### config.mk
export PLATFORM = sky130hd
export DESIGN_NAME = send_arbiter
export DESIGN_NICKNAME = d
export VERILOG_FILES = /design/src/rtl/send_pkg.sv /design/src/rtl/rr_pick.sv /design/src/rtl/send_arbiter.sv
export SDC_FILE = /design/constraint.sdc
export NUM_CORES = 1
export LEC_CHECK = 0
export BUFFER_PORTS_ARGS = -buffer_cell sky130_fd_sc_hd__buf_2
export CORE_UTILIZATION = 50
export DETAILED_ROUTE_END_ITERATION = 10
export GPL_TIMING_DRIVEN = 0
export HOLD_SLACK_MARGIN = 0.06
export PLACE_DENSITY = 0.91
export SYNTH_ARGS = -nofsm -noshare
export SYNTH_HDL_FRONTEND = slang
export SYNTH_SLANG_ARGS = --single-unit
### constraint.sdc
create_clock -name hwclk -period 8 [get_ports hwclk]
set_clock_uncertainty 0.1 [all_clocks]
set_input_delay 0.4 -clock hwclk [delete_from_list [all_inputs] [get_ports hwclk]]
set_output_delay 0.4 -clock hwclk [all_outputs]
set_load 0.005 [all_outputs]
### src/rtl/send_pkg.sv
// Shared types and constants for the multisend channel arbiter.
package send_pkg;

  localparam int unsigned ClkHz            = 12_000_000;
  localparam int unsigned DefGapCycles     = ClkHz / 10;
  localparam int unsigned DefTimeoutCycles = ClkHz * 10;
  localparam int unsigned CntW             = 32;

  typedef enum logic [1:0] {
    StIdle = 2'd0,
    StArm  = 2'd1,
    StRun  = 2'd2,
    StGap  = 2'd3
  } state_e;

endpackage

### src/rtl/rr_pick.sv
// Combinational round-robin selector: first set req bit after 'last', wrapping modulo NREQ.
module rr_pick #(
  parameter int unsigned NREQ = 4
) (
  input  logic [NREQ-1:0] req,
  input  logic [2:0]      last,
  output logic            valid,
  output logic [2:0]      index
);

  logic [7:0] req_pad;
  logic [2:0] k;

  always_comb begin
    req_pad = 8'(req);
    valid   = 1'b0;
    index   = '0;
    k       = '0;
    for (int i = 1; i <= int'(NREQ); i++) begin
      k = 3'((32'(last) + 32'(i)) % NREQ);
      if (!valid && req_pad[k]) begin
        valid = 1'b1;
        index = k;
      end
    end
  end

endmodule

### src/rtl/send_arbiter.sv
// Round-robin arbiter sharing one multisend channel; enforces blanking, timeout and idle gap.
module send_arbiter
  import send_pkg::*;
#(
  parameter int unsigned NREQ           = 4,
  parameter int unsigned GAP_CYCLES     = DefGapCycles,
  parameter int unsigned TIMEOUT_CYCLES = DefTimeoutCycles,
  parameter int unsigned BLANK_CYCLES   = 2
) (
  input  logic              hwclk,
  input  logic              rst_n,
  input  logic [NREQ-1:0]   req,
  input  logic [32*NREQ-1:0] num_flat,
  output logic [NREQ-1:0]   ack,
  output logic [NREQ-1:0]   err,
  output logic              busy,
  output logic [2:0]        grant_id,
  output logic [31:0]       sender_num,
  output logic              sender_en,
  input  logic              sender_done
);

  state_e          state;
  logic [2:0]      last;
  logic [CntW-1:0] cnt;
  logic [CntW-1:0] cnt_inc;
  logic            pick_valid;
  logic [2:0]      pick_idx;
  logic [31:0]     nums [8];

  // Pad to eight slots so a 3-bit index never selects out of range.
  for (genvar g = 0; g < 8; g++) begin : g_num
    if (g < NREQ) begin : g_used
      assign nums[g] = num_flat[32*g +: 32];
    end else begin : g_pad
      assign nums[g] = '0;
    end
  end

  rr_pick #(
    .NREQ(NREQ)
  ) u_rr_pick (
    .req  (req),
    .last (last),
    .valid(pick_valid),
    .index(pick_idx)
  );

  assign cnt_inc = (cnt == '1) ? cnt : cnt + 1'b1;
  assign busy    = (state != StIdle);

  always_ff @(posedge hwclk) begin
    if (!rst_n) begin
      state      <= StIdle;
      last       <= 3'(NREQ - 1);
      cnt        <= '0;
      grant_id   <= '0;
      sender_num <= '0;
      sender_en  <= 1'b0;
      ack        <= '0;
      err        <= '0;
    end else begin
      ack <= '0;
      err <= '0;
      unique case (state)
        StIdle: begin
          if (pick_valid) begin
            grant_id   <= pick_idx;
            last       <= pick_idx;
            sender_num <= nums[pick_idx];
            state      <= StArm;
          end
        end
        StArm: begin
          sender_en <= 1'b1;
          cnt       <= '0;
          state     <= StRun;
        end
        StRun: begin
          cnt <= cnt_inc;
          // Done is checked first so it wins over a coincident timeout.
          if (cnt >= BLANK_CYCLES && sender_done) begin
            ack       <= NREQ'(32'd1 << grant_id);
            sender_en <= 1'b0;
            cnt       <= '0;
            state     <= StGap;
          end else if (cnt_inc >= TIMEOUT_CYCLES) begin
            err       <= NREQ'(32'd1 << grant_id);
            sender_en <= 1'b0;
            cnt       <= '0;
            state     <= StGap;
          end
        end
        StGap: begin
          cnt <= cnt_inc;
          if (cnt_inc >= GAP_CYCLES) begin
            cnt   <= '0;
            state <= StIdle;
          end
        end
      endcase
    end
  end

endmodule

==> metrics.md <==
| Metric | Value |
|---|---|
| DRC | `0` |
| CP arrival | `around 4.8 ns` |
| IO Pins | `180` |
| Pins Over Slew Limit | `0` |
| GP Congestion | `between 0.9 and 1` |
| Crit path cell chain | `ha_1, nand4_4, nor4_2, nand4_1, a21oi_1, nor2_1, a311oi_1, nor4b_2, o31ai_2, buf_6, nor2_2` |
| Core Area | `around 10000 um^2` |
| Slowest-stage cell, CP | `o31ai_2` |
| Layout overhead on the synthesized area | `22.9%` |
| Drt total wl | `approximately 18 mm` |
| Clock tree buffer depth | `2` |
| Hold buffer count at CTS | `0` |
| Min Tclk post-route | `approximately 4.6 ns` |
| Max-cap violations | `0` |
| Worst vdd ir | `roughly 0.22 mV` |
| Commonest cells after routing, fill and taps aside | `buf_2 (189), nand2_1 (104), dfxtp_1 (79)` |
| # fillers | `roughly 960` |
| Htree depth | `3` |
| Hold Fails Final Rpt | `0` |
| PortBufs | `177` |
| Post-CTS setup buffers | `0` |
| Post-layout instance area | `roughly 6700 um^2` |
| Synth Register Bits | `79` |
| Leakage | `2.73 nW` |
| Worst hold path type | `in2reg` |
| Unique masters post-synth | `70` |
| Final Setup Violations | `0` |
| GRT overflow | `0` |
| Vias | `~6400` |
| Cts bufs inserted | `9` |
| Final core utilization | `about 64%` |
| Net Count, Synth | `around 850` |
| Initial core utilization | `a little over half` |
| Setup TNS | `0 ns` |
| Nets | `1039` |
| Wire per inst | `17.7 um` |
| Vias per cell | `about 6` |
| Syn_area_per_cell | `7.65 um^2` |
| Kind of critical path | `reg2reg` |
| Clock latency on the worst-skew pair | `0.36 ns` |
| Maximum number of pins on one net before global-route repair | `15` |
| Footprint of the multi-input gates | `approximately 3500 um^2` |
| Commonest non-fill, non-tap cell in the layout | `buf_2` |
| Number of warnings issued by yosys | `0` |
| Max transition margin | `47.8%` |
| Post-cts resize count | `0` |
| CTS tree | `done` |
| Final ANT Viol Nets | `0` |
| Status | `completed` |
| Initial drt markers | `around 540` |
| HPWL Detailed | `between 10 and 15 mm` |
| Die footprint | `between 10000 and 15000 um^2` |
| Initial antenna violation count | `3` |
| Detailed Routing Iterations Pass 1 | `5` |
| RSZ-0062 raised after global routing | `no` |
| Slew @ Worst Pin | `between 0.7 and 0.8 ns` |
| GRT Util Overall | `between 30 and 40%` |
| Synthesized instance count | `710` |
| PwrDens | `248 nW/um^2` |
| Syn Std Cell Area | `5430 um^2` |
| Post-synth EDFFs | `0` |
| Critical Path Sink Type | `flip-flop` |
| Layout cells sized above 1 | `26.3%` |
| CTS root buf | `clkbuf_8` |
| Startpoint types | `flip-flop` |
| Critical Path Max Stage Delay | `between 0.6 and 0.7 ns` |
| Crit path required time | `around 8.2 ns` |
| Asr flop ratio synth | `0%` |
| First-pass GRT wire length | `slightly below 30 mm` |
| Vias in the first global route | `approximately 6000` |
| Sequential area share after synthesis | `between 20 and 30%` |
| Die Wd | `106 um` |
| Height of the die | `106 um` |
| CTS sink cnt | `between 70 and 80` |
| Prevailing post-synth register cell | `dfxtp_1` |
| Row cnt | `37` |
| Max Clk Rate | `between 200 and 250 MHz` |
| Clock transition at path regs | `0.10 ns` |
| Max FO, Critical Path | `10` |
| Final period util | `57.6%` |
| DP Area | `between 6000 and 7000 um^2` |
| Register Area | `~1600 um^2` |
registers in the layout, summed over array words and instances (netlist names):
signal      cells
ack             4
cnt            32
err             4
grant_id        2
last            2
sender_en       1
sender_num     32
state           2
layout make-up:
class | instances | share of cell area (%)
inverter | 12 | 0.675
multi-input combinational | 560 | 53.1
buffer | 59 | 3.94
clock inverter | 5 | 0.637
clock buffer | 10 | 2.06
tap | 136 | 2.55
timing repair buffer | 177 | 13.3
antenna | 3 | 0.112
sequential | 79 | 23.7
worst max-delay path: cells and delay by family, from the launching register on:
kind	cells	cell delay, ns
flip-flops	1	0.45
AND/OR/NAND/NOR	6	1.53
adder cells (fa/ha/maj)	1	0.35
buffers and inverters	1	0.28
AO/OA/AOI/OAI	3	1.77
path summary, 6_finish.rpt:
| path | slack [ns] | to | from | cells after the start |
|---|---|---|---|---|
| worst max-delay path | 3.40 | cnt[25]$_SDFFE_PN0P_ | cnt[1]$_SDFFE_PN0P_ | 11 |
| worst min-delay path | 0.35 | sender_num[12]$_SDFFE_PN0P_ | num_flat[12] | 5 |
| worst max register to register | 3.40 | cnt[25]$_SDFFE_PN0P_ | cnt[1]$_SDFFE_PN0P_ | 11 |
| worst min register to register | 0.41 | state[1]$_SDFFE_PN0P_ | state[1]$_SDFFE_PN0P_ | 2 |
layer usage:
layer,track usage (%),wire [um]
met5,0,0
met4,20.0,1030
met3,5.76,1440
met2,57.2,9060
met1,36.2,6840
cells by family (layout without fill, tap and decap cells):
kind of cell             after synthesis  count (layout)  synth area share, %
AO/OA/AOI/OAI                        184             184                 24.8
XOR/XNOR                              19              19                 3.06
adder cells (fa/ha/maj)                6               6                 1.38
buffers and inverters                 71             263                 5.67
flip-flops                            79              79                 29.1
multiplexers                           4               4                0.737
other                                  1               4               0.0691
AND/OR/NAND/NOR                      346             346                 35.1
cell usage after synthesis, types with 11 or more instances:
cell      count  share of area [%]
nand2_1     104                7.2
dfxtp_1      79                 29
a21oi_1      45                4.1
clkbuf_1     39                2.7
nor2b_1      38                4.4
a311oi_1     34                5.5
a211oi_1     33                4.6
nor2_1       29                2.0
and2_1       23                2.6
nor3_1       20                1.8
nand4_1      19                2.2
nand3_1      18                1.7
nor4_1       18                2.1
and2_0       17                2.0
o21ai_0      13                1.2
a31oi_1      12                1.4
and3_1       12                1.4
buf_2        12                1.1
inv_1        12               0.83
nor2_2       11                1.3
through the flow:
| step | hold WS (ns) | instances | power, W | worst slack, ns |
|---|---|---|---|---|
| floorplan | 0.368 | 710 | 0.00107 | 4.63 |
| global placement | 0.383 | 1023 | 0.00134 | 3.64 |
| detailed placement | 0.389 | 1023 | 0.00136 | 3.61 |
| CTS | 0.344 | 1038 | 0.00164 | 3.61 |
| global route | 0.371 | 1041 | 0.00176 | 3.25 |
| finish | 0.347 | 1041 | 0.00166 | 3.40 |
power breakdown:
group          internal [W]  switching [W]
registers          0.000477      0.0000590
logic              0.000314       0.000517
clock network      0.000123       0.000165
Power figures use the tool's default switching activity.
